**src/rtl/mult_norm_seq_if.sv**
```systemverilog
// Handshake and data bundle between the mantissa multiplier, the normaliser and the rounder.
// The slave modport is the normaliser's view; master is the driving side.
interface mult_norm_seq_if #(
   parameter int EXP_W  = 8,
   parameter int MANT_W = 23,
   parameter int CNT_W  = $clog2(2*MANT_W+2)
);
   localparam int P = 2*MANT_W+2;

   logic             in_valid;
   logic             in_ready;
   logic [EXP_W-1:0] in_exp;
   logic [P-1:0]     in_mant;
   logic             out_valid;
   logic             out_ready;
   logic [EXP_W-1:0] out_exp;
   logic [P-1:0]     out_mant;
   logic [CNT_W-1:0] out_shift;
   logic             out_ovf;
   logic             out_denorm;
   logic             out_zero;

   modport slave (
      input  in_valid, in_exp, in_mant, out_ready,
      output in_ready, out_valid, out_exp, out_mant, out_shift, out_ovf, out_denorm, out_zero
   );

   modport master (
      output in_valid, in_exp, in_mant, out_ready,
      input  in_ready, out_valid, out_exp, out_mant, out_shift, out_ovf, out_denorm, out_zero
   );
endinterface

```
**src/rtl/mult_norm_seq.sv**
```systemverilog
// Post-multiply mantissa normaliser: carry fix-up in one step, leading zeros one bit per cycle.
// Define MULT_NORM_LZC_EN to do the whole left normalisation in one cycle via a leading-zero count.
module mult_norm_seq #(
   parameter int EXP_W  = 8,
   parameter int MANT_W = 23,
   parameter int CNT_W  = $clog2(2*MANT_W+2)
) (
   input  logic           clk,
   input  logic           rst_n,
   mult_norm_seq_if.slave bus
);
   // state | meaning
   // IDLE  | waiting for an operand, in_ready high
   // NORM  | one normalisation decision per cycle
   // DONE  | result presented and held until out_ready

   localparam int P = 2*MANT_W+2;
   localparam logic [EXP_W-1:0] EXP_MAX = '1;

   typedef enum logic [1:0] {IDLE, NORM, DONE} state_t;

   state_t           state_q, state_d;
   logic [EXP_W-1:0] exp_q, exp_d;
   logic [P-1:0]     mant_q, mant_d;
   logic [CNT_W-1:0] shift_q, shift_d;
   logic             ovf_q, ovf_d;
   logic             denorm_q, denorm_d;
   logic             zero_q, zero_d;

`ifdef MULT_NORM_LZC_EN
   logic [CNT_W-1:0]       lz;
   logic [EXP_W+CNT_W-1:0] lz_w, exp_w, sh_w;

   // Last set bit scanned wins, so lz counts from the hidden-one position downward.
   always_comb begin
      lz = '0;
      for (int i = 0; i < P-1; i++) begin
         if (mant_q[i]) lz = CNT_W'(P-2-i);
      end
   end

   assign lz_w = {{EXP_W{1'b0}}, lz};
   assign exp_w = {{CNT_W{1'b0}}, exp_q};
   assign sh_w = (lz_w < exp_w) ? lz_w : exp_w;
`endif

   always_ff @(posedge clk or negedge rst_n) begin
      if (!rst_n) begin
         state_q  <= IDLE;
         exp_q    <= '0;
         mant_q   <= '0;
         shift_q  <= '0;
         ovf_q    <= 1'b0;
         denorm_q <= 1'b0;
         zero_q   <= 1'b0;
      end else begin
         state_q  <= state_d;
         exp_q    <= exp_d;
         mant_q   <= mant_d;
         shift_q  <= shift_d;
         ovf_q    <= ovf_d;
         denorm_q <= denorm_d;
         zero_q   <= zero_d;
      end
   end

   always_comb begin
      state_d  = state_q;
      exp_d    = exp_q;
      mant_d   = mant_q;
      shift_d  = shift_q;
      ovf_d    = ovf_q;
      denorm_d = denorm_q;
      zero_d   = zero_q;
      unique case (state_q)
         IDLE: begin
            if (bus.in_valid) begin
               state_d  = NORM;
               exp_d    = bus.in_exp;
               mant_d   = bus.in_mant;
               shift_d  = '0;
               ovf_d    = 1'b0;
               denorm_d = 1'b0;
               zero_d   = 1'b0;
            end
         end
         NORM: begin
            state_d = DONE;
            if (mant_q == '0) begin
               exp_d  = '0;
               zero_d = 1'b1;
            end else if (mant_q[P-1]) begin
               // Exponent saturates at all-ones instead of wrapping.
               mant_d = mant_q >> 1;
               exp_d  = (exp_q == EXP_MAX) ? EXP_MAX : exp_q + EXP_W'(1);
               ovf_d  = (exp_q >= EXP_MAX - EXP_W'(1));
            end else if (mant_q[P-2]) begin
               state_d = DONE;
`ifdef MULT_NORM_LZC_EN
            end else begin
               mant_d   = mant_q << sh_w;
               exp_d    = exp_q - sh_w[EXP_W-1:0];
               shift_d  = sh_w[CNT_W-1:0];
               denorm_d = (lz_w > exp_w);
            end
`else
            end else if (exp_q == '0) begin
               denorm_d = 1'b1;
            end else begin
               state_d = NORM;
               mant_d  = mant_q << 1;
               exp_d   = exp_q - EXP_W'(1);
               shift_d = shift_q + CNT_W'(1);
            end
`endif
         end
         DONE: begin
            if (bus.out_ready) state_d = IDLE;
         end
         default: state_d = IDLE;
      endcase
   end

   assign bus.in_ready   = (state_q == IDLE);
   assign bus.out_valid  = (state_q == DONE);
   assign bus.out_exp    = exp_q;
   assign bus.out_mant   = mant_q;
   assign bus.out_shift  = shift_q;
   assign bus.out_ovf    = ovf_q;
   assign bus.out_denorm = denorm_q;
   assign bus.out_zero   = zero_q;
endmodule

```
**src/flat_wrapper.sv**
```systemverilog
// flat-port wrapper written by rule: the top's interface ports become plain ports
module mult_norm_seq_flat 
#(
   parameter int EXP_W  = 8,
   parameter int MANT_W = 23,
   parameter int CNT_W  = $clog2(2*MANT_W+2)
)
  (clk, rst_n, bus_in_valid, bus_in_exp, bus_in_mant, bus_out_ready, bus_in_ready, bus_out_valid, bus_out_exp, bus_out_mant, bus_out_shift, bus_out_ovf, bus_out_denorm, bus_out_zero);
  mult_norm_seq_if #(.EXP_W(EXP_W), .MANT_W(MANT_W), .CNT_W(CNT_W)) bus_i ();
  input  logic clk;
  input  logic rst_n;
  input wire logic [$bits(bus_i.in_valid)-1:0] bus_in_valid;
  input wire logic [$bits(bus_i.in_exp)-1:0] bus_in_exp;
  input wire logic [$bits(bus_i.in_mant)-1:0] bus_in_mant;
  input wire logic [$bits(bus_i.out_ready)-1:0] bus_out_ready;
  output wire logic [$bits(bus_i.in_ready)-1:0] bus_in_ready;
  output wire logic [$bits(bus_i.out_valid)-1:0] bus_out_valid;
  output wire logic [$bits(bus_i.out_exp)-1:0] bus_out_exp;
  output wire logic [$bits(bus_i.out_mant)-1:0] bus_out_mant;
  output wire logic [$bits(bus_i.out_shift)-1:0] bus_out_shift;
  output wire logic [$bits(bus_i.out_ovf)-1:0] bus_out_ovf;
  output wire logic [$bits(bus_i.out_denorm)-1:0] bus_out_denorm;
  output wire logic [$bits(bus_i.out_zero)-1:0] bus_out_zero;
  assign bus_i.in_valid = bus_in_valid;
  assign bus_i.in_exp = bus_in_exp;
  assign bus_i.in_mant = bus_in_mant;
  assign bus_i.out_ready = bus_out_ready;
  assign bus_in_ready = bus_i.in_ready;
  assign bus_out_valid = bus_i.out_valid;
  assign bus_out_exp = bus_i.out_exp;
  assign bus_out_mant = bus_i.out_mant;
  assign bus_out_shift = bus_i.out_shift;
  assign bus_out_ovf = bus_i.out_ovf;
  assign bus_out_denorm = bus_i.out_denorm;
  assign bus_out_zero = bus_i.out_zero;
  mult_norm_seq #(.EXP_W(EXP_W), .MANT_W(MANT_W), .CNT_W(CNT_W)) u_core (.clk(clk), .rst_n(rst_n), .bus(bus_i));
endmodule
```
**config.mk**
```make
export PLATFORM = sky130hd
export DESIGN_NAME = mult_norm_seq_flat
export DESIGN_NICKNAME = d
export VERILOG_FILES = /design/src/rtl/mult_norm_seq_if.sv /design/src/rtl/mult_norm_seq.sv /design/src/flat_wrapper.sv
export SDC_FILE = /design/constraint.sdc
export NUM_CORES = 1
export LEC_CHECK = 0
export ABC_CLOCK_PERIOD_IN_PS = 3100
export BUFFER_PORTS_ARGS = -buffer_cell sky130_fd_sc_hd__clkbuf_2
export CORE_MARGIN = 5
export CORE_UTILIZATION = 25
export DETAILED_ROUTE_END_ITERATION = 10
export HOLD_SLACK_MARGIN = 0.15
export SETUP_SLACK_MARGIN = 0.2
export SLEW_MARGIN = 40
export SYNTH_ARGS = -nofsm -noshare
export SYNTH_HDL_FRONTEND = slang
export SYNTH_SLANG_ARGS = --single-unit
```
**constraint.sdc**
```tcl
create_clock -name clk -period 3.1 [get_ports clk]
set_clock_uncertainty 0.1 [all_clocks]
set_input_delay 0.465 -clock clk [delete_from_list [all_inputs] [get_ports clk]]
set_output_delay 0.465 -clock clk [all_outputs]
set_load 0.02 [all_outputs]
```
==> impl_metrics.csv, run 1 <==
group,metric,value,unit
die,core,16410,um2
timing,holdWs,230.6,ps
cts,tritoncts,"done",
timing,maxClockFrequency,388.3,MHz
die,rows,47,
synth,synth_enable_flop_cells,0,
routing,final_antenna_net_count,0,
timing,tns,0,ps
grt,grt_pass1_wl,21960,um
synth,syn-cell-area,4146,um2
cts,cts_buffers,9,
critical_path,crit_path_start_kind,"register",
place,dp.cells,777,
die,die_area,19260,um2
place,port_buffers,126,
cts,path_clk_slew,60,ps
pwr,p_total,0.006366,W
synth,async_flop_share,1.000,
routing,wl_per_cell,17.34,um
synth,synth_nets,521,
layout,fillers,1720,
grt,grt_overflow,0,
critical_path,crit_arrival,2670,ps
critical_path,worstPathMaxFanout,92,
cts,cts_max_level,3,
timing,worstMarginPinSlew,575.2,ps
routing,drc,0,
pwr,comb_power_share,0.525,
die,die-height,138.8,um
timing,final_max_slew_viol_count,0,
synth,ys.flop_type,"dfrtp_1",
pwr,p_per_area,1194,nW/um2
die,io-pin-count,127,
routing,initialDrtViolationCount,274,
timing,min_period,2576,ps
timing,period_share,0.8308,
synth,yosysSeqAreaShare,0.4043,
routing,drt_pre_antenna_iters,4,
timing,relSlewSlack,0.6066,
layout,regArea,1678,um2
critical_path,cp_data_required_time,3190,ps
critical_path,end_kind,"register",
cts,clk_latency,340,ps
routing,vias,4063,
place,place_hpwl,9603,um
layout,syn_to_final_growth,28.64,%
pwr,p_sw,0.003146,W
timing,rsz0062_at_grt,"false",
layout,nets,634,
worst_hold_path,hold_start,"bus_out_ready",
grt,grt_usage,0.1414,
critical_path,reg2reg_to,"u_core.bus.out_mant[26]$_DFFE_PN0P_",
cts,cts_hold_buf,1,
worst_hold_path,holdPathStages,2,
pwr,vdd_drop_max,0.5650,mV
timing,setup_violations,0,
critical_path,ff2ff_setup_slack,520,ps
worst_hold_path,min_to,"u_core.state_q[1]$_DFFE_PN0P_",
pwr,seqPwrFrac,0.304,
cts,root_buffer,"clkbuf_16",
pwr,switching_share,0.4942,
cts,cts-resized-gates,0,
pwr,p_leak,2.449,nW
grt,grt_max_degree,93,
synth,ys_types,47,
synth,ys.warnings.count,0,
grt,antenna_found_initial,0,
cts,cts_buffer_depth,2,
synth,synth_seq_cells,67,
pwr,pwr-share-clk,0.171,
place,routabilityCongestion,0.8044,
synth,syn_avg_cell_area,9.093,um2
layout,multi_input_area,2232,um2
outcome,status,"finished clean",
pwr,p_int,0.003220,W
die,start_util,0.2527,
worst_hold_path,hold_class,"in -> reg",
synth,synthCells,456,
die,die_w,138.8,um
layout,final_layout_size_suffix_gt1_frac,0.3328,
critical_path,crit_type,"reg -> reg",
critical_path,r2r-start,"u_core.bus.out_exp[4]$_DFFE_PN0P_",
routing,routed_wl,13770,um
critical_path,reg2reg_depth,8,
timing,hold_viol,0,
routing,via_per_inst,5.117,
run,maxCapViolations,0,
layout,num_antenna_cells,0,
grt,grt_pass1_vias,3953,
cts,post_cts_buffers,0,
cts,clock_sinks,67,
layout,stdcell_count,794,
stage by stage:
step                      setup slack [ps]  cell area, um2  utilization
after floorplan                      667.9            4146            -
after global placement               392.5            4977       0.3034
after detailed placement             559.3            5005       0.3050
after CTS                            540.0            5329       0.3248
after global routing                 386.3            5334       0.3251
final                                524.4            5334       0.3251
synthesized netlist by cell type, types with 3 or more instances:
master	instances	share of area
nor2_1	72	0.065
o211ai_1	5	0.0091
a221oi_1	25	0.053
a21oi_1	62	0.075
nand2b_1	4	0.0060
nand4_1	4	0.0060
a22oi_1	3	0.0054
nor3_1	4	0.0048
o21ai_0	12	0.014
nand3_1	6	0.0072
ha_1	5	0.015
a2111oi_0	3	0.0063
buf_2	7	0.0084
and4_1	6	0.013
inv_1	5	0.0045
nor4_1	14	0.021
a221oi_2	20	0.072
dfrtp_1	67	0.40
a31oi_1	4	0.0060
xnor2_1	4	0.0084
nand2_1	14	0.013
and3_1	48	0.072
buf_6	10	0.027
clkbuf_1	24	0.022
logic make-up after synthesis:
kind of cell | share of synthesized area
fa+ha+maj | 0.01509
buf+inv | 0.06367
mux | 0.007544
simple gates | 0.2363
compound gates | 0.2604
flops | 0.4043
xor+xnor | 0.01267
worst max-delay path by stage:
stage / slack [ps] / startpoint / cells past startpoint / end
2_1_floorplan: 670 / u_core.bus.out_exp[5]$_DFFE_PN0P_ / 8 / u_core.bus.out_mant[2]$_DFFE_PN0P_
3_3_place_gp: 390 / u_core.bus.out_exp[5]$_DFFE_PN0P_ / 7 / u_core.bus.out_mant[39]$_DFFE_PN0P_
3_5_place_dp: 560 / u_core.bus.out_mant[40]$_DFFE_PN0P_ / 6 / u_core.bus.out_mant[46]$_DFFE_PN0P_
4_1_cts: 540 / u_core.bus.out_exp[4]$_DFFE_PN0P_ / 7 / u_core.bus.out_mant[39]$_DFFE_PN0P_
5_1_grt: 390 / u_core.bus.out_exp[4]$_DFFE_PN0P_ / 8 / u_core.bus.out_mant[27]$_DFFE_PN0P_
6_report: 520 / u_core.bus.out_exp[4]$_DFFE_PN0P_ / 8 / u_core.bus.out_mant[26]$_DFFE_PN0P_
layout make-up:
type	instances	share of cell area
well taps	220	0.05161
repair buffers	144	0.1529
clock buffers	12	0.04996
flip-flops and latches	67	0.3146
multi-input cells	342	0.4185
clock inverters	4	0.008914
inverters	5	0.003519
power groups by stage:
| stage | registers, W | clock network [W] | logic, W |
|---|---|---|---|
| 2_1_floorplan | 0.00221 | 0 | 0.00203 |
| 3_3_place_gp | 0.00194 | 0 | 0.00331 |
| 3_5_place_dp | 0.00195 | 0 | 0.00338 |
| 4_1_cts | 0.00194 | 0.00112 | 0.00339 |
| 5_1_grt | 0.00201 | 0.00116 | 0.00369 |
| 6_report | 0.00193 | 0.00109 | 0.00334 |
sequential cells by signal, indices dropped and copies added (netlist names):
name / count
u_core.state_q: 2
u_core.bus.out_shift: 6
u_core.bus.out_ovf: 1
u_core.bus.out_denorm: 1
u_core.bus.out_mant: 48
u_core.bus.out_exp: 8
u_core.bus.out_zero: 1
critical path, cell delays in order (launching register included):
cell and delay, ps:
dfrtp_1 480, or4_4 600, nor4b_4 310, buf_4 180, o211a_1 190, o31ai_4 90, buf_12 230, nor2_1 140
a21oi_1 60
placed cells by master, fill, tap and decap left out, drive strengths merged, types with 3 or more instances in the layout:
cell	netlist	layout
clkbuf	24	137
nor2	73	73
dfrtp	67	67
a21oi	62	62
and3	48	48
a221oi	45	45
buf	18	18
nor4	14	14
nand2	14	14
o21ai	12	12
and4	6	6
nand3	6	6
inv	5	5
o211ai	5	5
ha	5	5
nor3	4	4
nand4	4	4
xnor2	4	4
a31oi	4	4
nand2b	4	4
a2111oi	3	3
a22oi	3	3
per-layer routing:
metal | global-route usage | vias up | routed length, um
met5 | 0 | - | 0
met4 | 0.03862 | 0 | 48
met3 | 0.03724 | 4 | 727
met2 | 0.2209 | 130 | 6594
met1 | 0.1941 | 1966 | 6401
li1 | - | 1963 | -
No activity file was read; power rests on OpenSTA's default activity.
==> inputs of run 2 (changes only) <==
- ABC_CLOCK_PERIOD_IN_PS: 3100 -> 2700
- clock period: 3.1 -> 2.7 ns (I/O delays scaled with it)
==> run 2 against run 1 <==
- register-to-register slack got worse by 210 ps
- first-iteration DRC count fell by 20%
- cell count rose by 1.5%
- flip-flop and latch count did not move
- sequential share of layout area fell by 0.43 points
- critical path depth did not move
- fmax rose by 7.7%
- core utilization rose by 0.48 points
- sequential power rose by 13%
- cell area rose by 1.5%
- non-clock buffer count rose by 12
- combinational power rose by 20%
==> impl_metrics.csv, run 2 (synthesis gave the netlist of run 1 again) <==
group,metric,value,unit
worst_hold_path,min_to,"u_core.state_q[1]$_DFFE_PN0P_",
critical_path,cp_data_required_time,2790,ps
critical_path,worstPathMaxFanout,92,
routing,drc,0,
die,start_util,0.2527,
timing,rsz0062_at_grt,"true",
grt,grt_usage,0.1441,
cts,path_clk_slew,50,ps
layout,nets,646,
timing,hold_viol,0,
die,die_w,138.8,um
critical_path,crit_family,"simple AND/OR/NAND/NOR gates",
die,rows,47,
critical_path,slowest_delay,570,ps
critical_path,ff2ff_setup_slack,310,ps
die,core,16410,um2
timing,holdWs,164.9,ps
layout,mostFrequentLayoutCell,"clkbuf_2",
place,place_hpwl,9895,um
critical_path,crit_type,"reg -> reg",
timing,setup_violations,0,
pwr,p_per_area,1353,nW/um2
timing,maxClockFrequency,418.3,MHz
pwr,vdd_drop_max,0.5476,mV
pwr,seqPwrFrac,0.300,
timing,worstMarginPinSlew,673.5,ps
timing,final_max_slew_viol_count,0,
pwr,p_leak,2.485,nW
cts,cts_buffer_depth,2,
worst_hold_path,holdPathStages,2,
die,die-height,138.8,um
layout,regArea,1679,um2
grt,grt_pass1_wl,22610,um
pwr,pwr-share-clk,0.152,
routing,drt_pre_antenna_iters,4,
critical_path,r2r-start,"u_core.bus.out_exp[4]$_DFFE_PN0P_",
routing,vias,4103,
timing,min_period,2390,ps
worst_hold_path,hold_start,"bus_out_ready",
critical_path,path_cells,"or4_4, nor4b_4, buf_4, o211a_1, o31ai_4, buf_12, nor2_1, a21oi_1",
layout,layout_common_cells,"clkbuf_2 (125), nor2_1 (72), dfrtp_1 (65)",
layout,num_antenna_cells,0,
layout,stdcell_count,806,
routing,routed_wl,13980,um
layout,largest_reg_flops,48,
critical_path,crit_arrival,2480,ps
die,die_area,19260,um2
critical_path,crit_path_start_kind,"register",
critical_path,reg2reg_depth,8,
timing,period_share,0.8853,
timing,relSlewSlack,0.5510,
cts,root_buffer,"clkbuf_16",
critical_path,reg2reg_to,"u_core.bus.out_mant[43]$_DFFE_PN0P_",
place,dpl_worst_slack,125.1,ps
critical_path,cp_num_buf_inv,2,
routing,initialDrtViolationCount,218,
grt,antenna_found_initial,0,
cts,clock_sinks,67,
layout,fillers,1760,
grt,grt_max_degree,93,
place,routabilityCongestion,0.7866,
cts,cts_buffers,9,
critical_path,end_kind,"register",
layout,final_layout_size_suffix_gt1_frac,0.3515,
pwr,switching_share,0.5011,
pwr,p_sw,0.003670,W
cts,clk_latency,330,ps
layout,multi_input_area,2262,um2
run,maxCapViolations,0,
pwr,comb_power_share,0.549,
layout,syn_to_final_growth,30.54,%
place,dp.cells,789,
worst_hold_path,hold_class,"in -> reg",
timing,fin_ws,309.6,ps
die,io-pin-count,127,
place,port_buffers,126,
cts,tritoncts,"done",
routing,wl_per_cell,17.34,um
grt,grt_overflow,0,
grt,grt_pass1_vias,4106,
cts,cts_max_level,3,
routing,final_antenna_net_count,0,
layout,fin_util,0.3299,
timing,tns,0,ps
pwr,p_int,0.003654,W
outcome,status,"finished clean",
critical_path,critPathSlowestCell,"or4_4",
routing,via_per_inst,5.091,
[run 2: changes by cell type in the layout (fill, tap and decap cells not counted), sizes merged]
cell      before  now
buf           18   30
bufinv         1    0
clkinvlp       1    2
[run 2: layer usage]
layer / part of all wire / GRT usage / up-vias
met3: 0.060 / 0.04103 / 17
met2: 0.47 / 0.2309 / 129
met4: 0.013 / 0.03811 / 0
li1: - / - / 1986
met1: 0.46 / 0.1917 / 1971
met5: 0 / 0 / -
[run 2: final cells by class]
type / count / area share
clock inverters: 4 / 0.004623
flip-flops and latches: 67 / 0.3102
repair buffers: 156 / 0.1655
multi-input cells: 342 / 0.4179
clock buffers: 12 / 0.04739
inverters: 5 / 0.003467
well taps: 220 / 0.05086
[run 2: power groups by stage]
stage / Sequential (W) / Clock [W] / Combinational (W)
final: 0.00219 / 0.00111 / 0.00402
after detailed placement: 0.00218 / 0 / 0.00402
after global placement: 0.00218 / 0 / 0.00397
after CTS: 0.00218 / 0.00116 / 0.00403
after global routing: 0.00228 / 0.00120 / 0.00442
after floorplan: 0.00253 / 0 / 0.00233
[run 2: per-stage QoR]
step / power [W] / cell area, um2
after floorplan: 0.004866 / 4146
after global placement: 0.006153 / 5087
after detailed placement: 0.006207 / 5087
after CTS: 0.007372 / 5385
after global routing: 0.007896 / 5413
final: 0.007324 / 5413
[run 2: worst max-delay path by stage]
| stage | from | endpoint | slack (ps) | cells after the start |
|---|---|---|---|---|
| after floorplan | u_core.bus.out_exp[5]$_DFFE_PN0P_ | u_core.bus.out_mant[2]$_DFFE_PN0P_ | 270 | 8 |
| after global placement | u_core.bus.out_mant[40]$_DFFE_PN0P_ | u_core.bus.out_mant[9]$_DFFE_PN0P_ | 180 | 9 |
| after detailed placement | u_core.bus.out_mant[40]$_DFFE_PN0P_ | u_core.bus.out_mant[43]$_DFFE_PN0P_ | 130 | 9 |
| after CTS | u_core.bus.out_mant[40]$_DFFE_PN0P_ | u_core.bus.out_mant[43]$_DFFE_PN0P_ | 220 | 9 |
| after global routing | u_core.bus.out_exp[4]$_DFFE_PN0P_ | u_core.bus.out_mant[38]$_DFFE_PN0P_ | 190 | 7 |
| final | u_core.bus.out_exp[4]$_DFFE_PN0P_ | u_core.bus.out_mant[43]$_DFFE_PN0P_ | 310 | 8 |
[run 2: repair_timing]
| item | 4_1_cts | 5_1_grt |
|---|---|---|
| resized for setup | 1 | 5 |
| setup buffers | 0 | 0 |
| endpoints found under the hold margin | 22 | 0 |
| hold buffers | 1 | 0 |
| endpoints found under the setup margin | 47 | 46 |
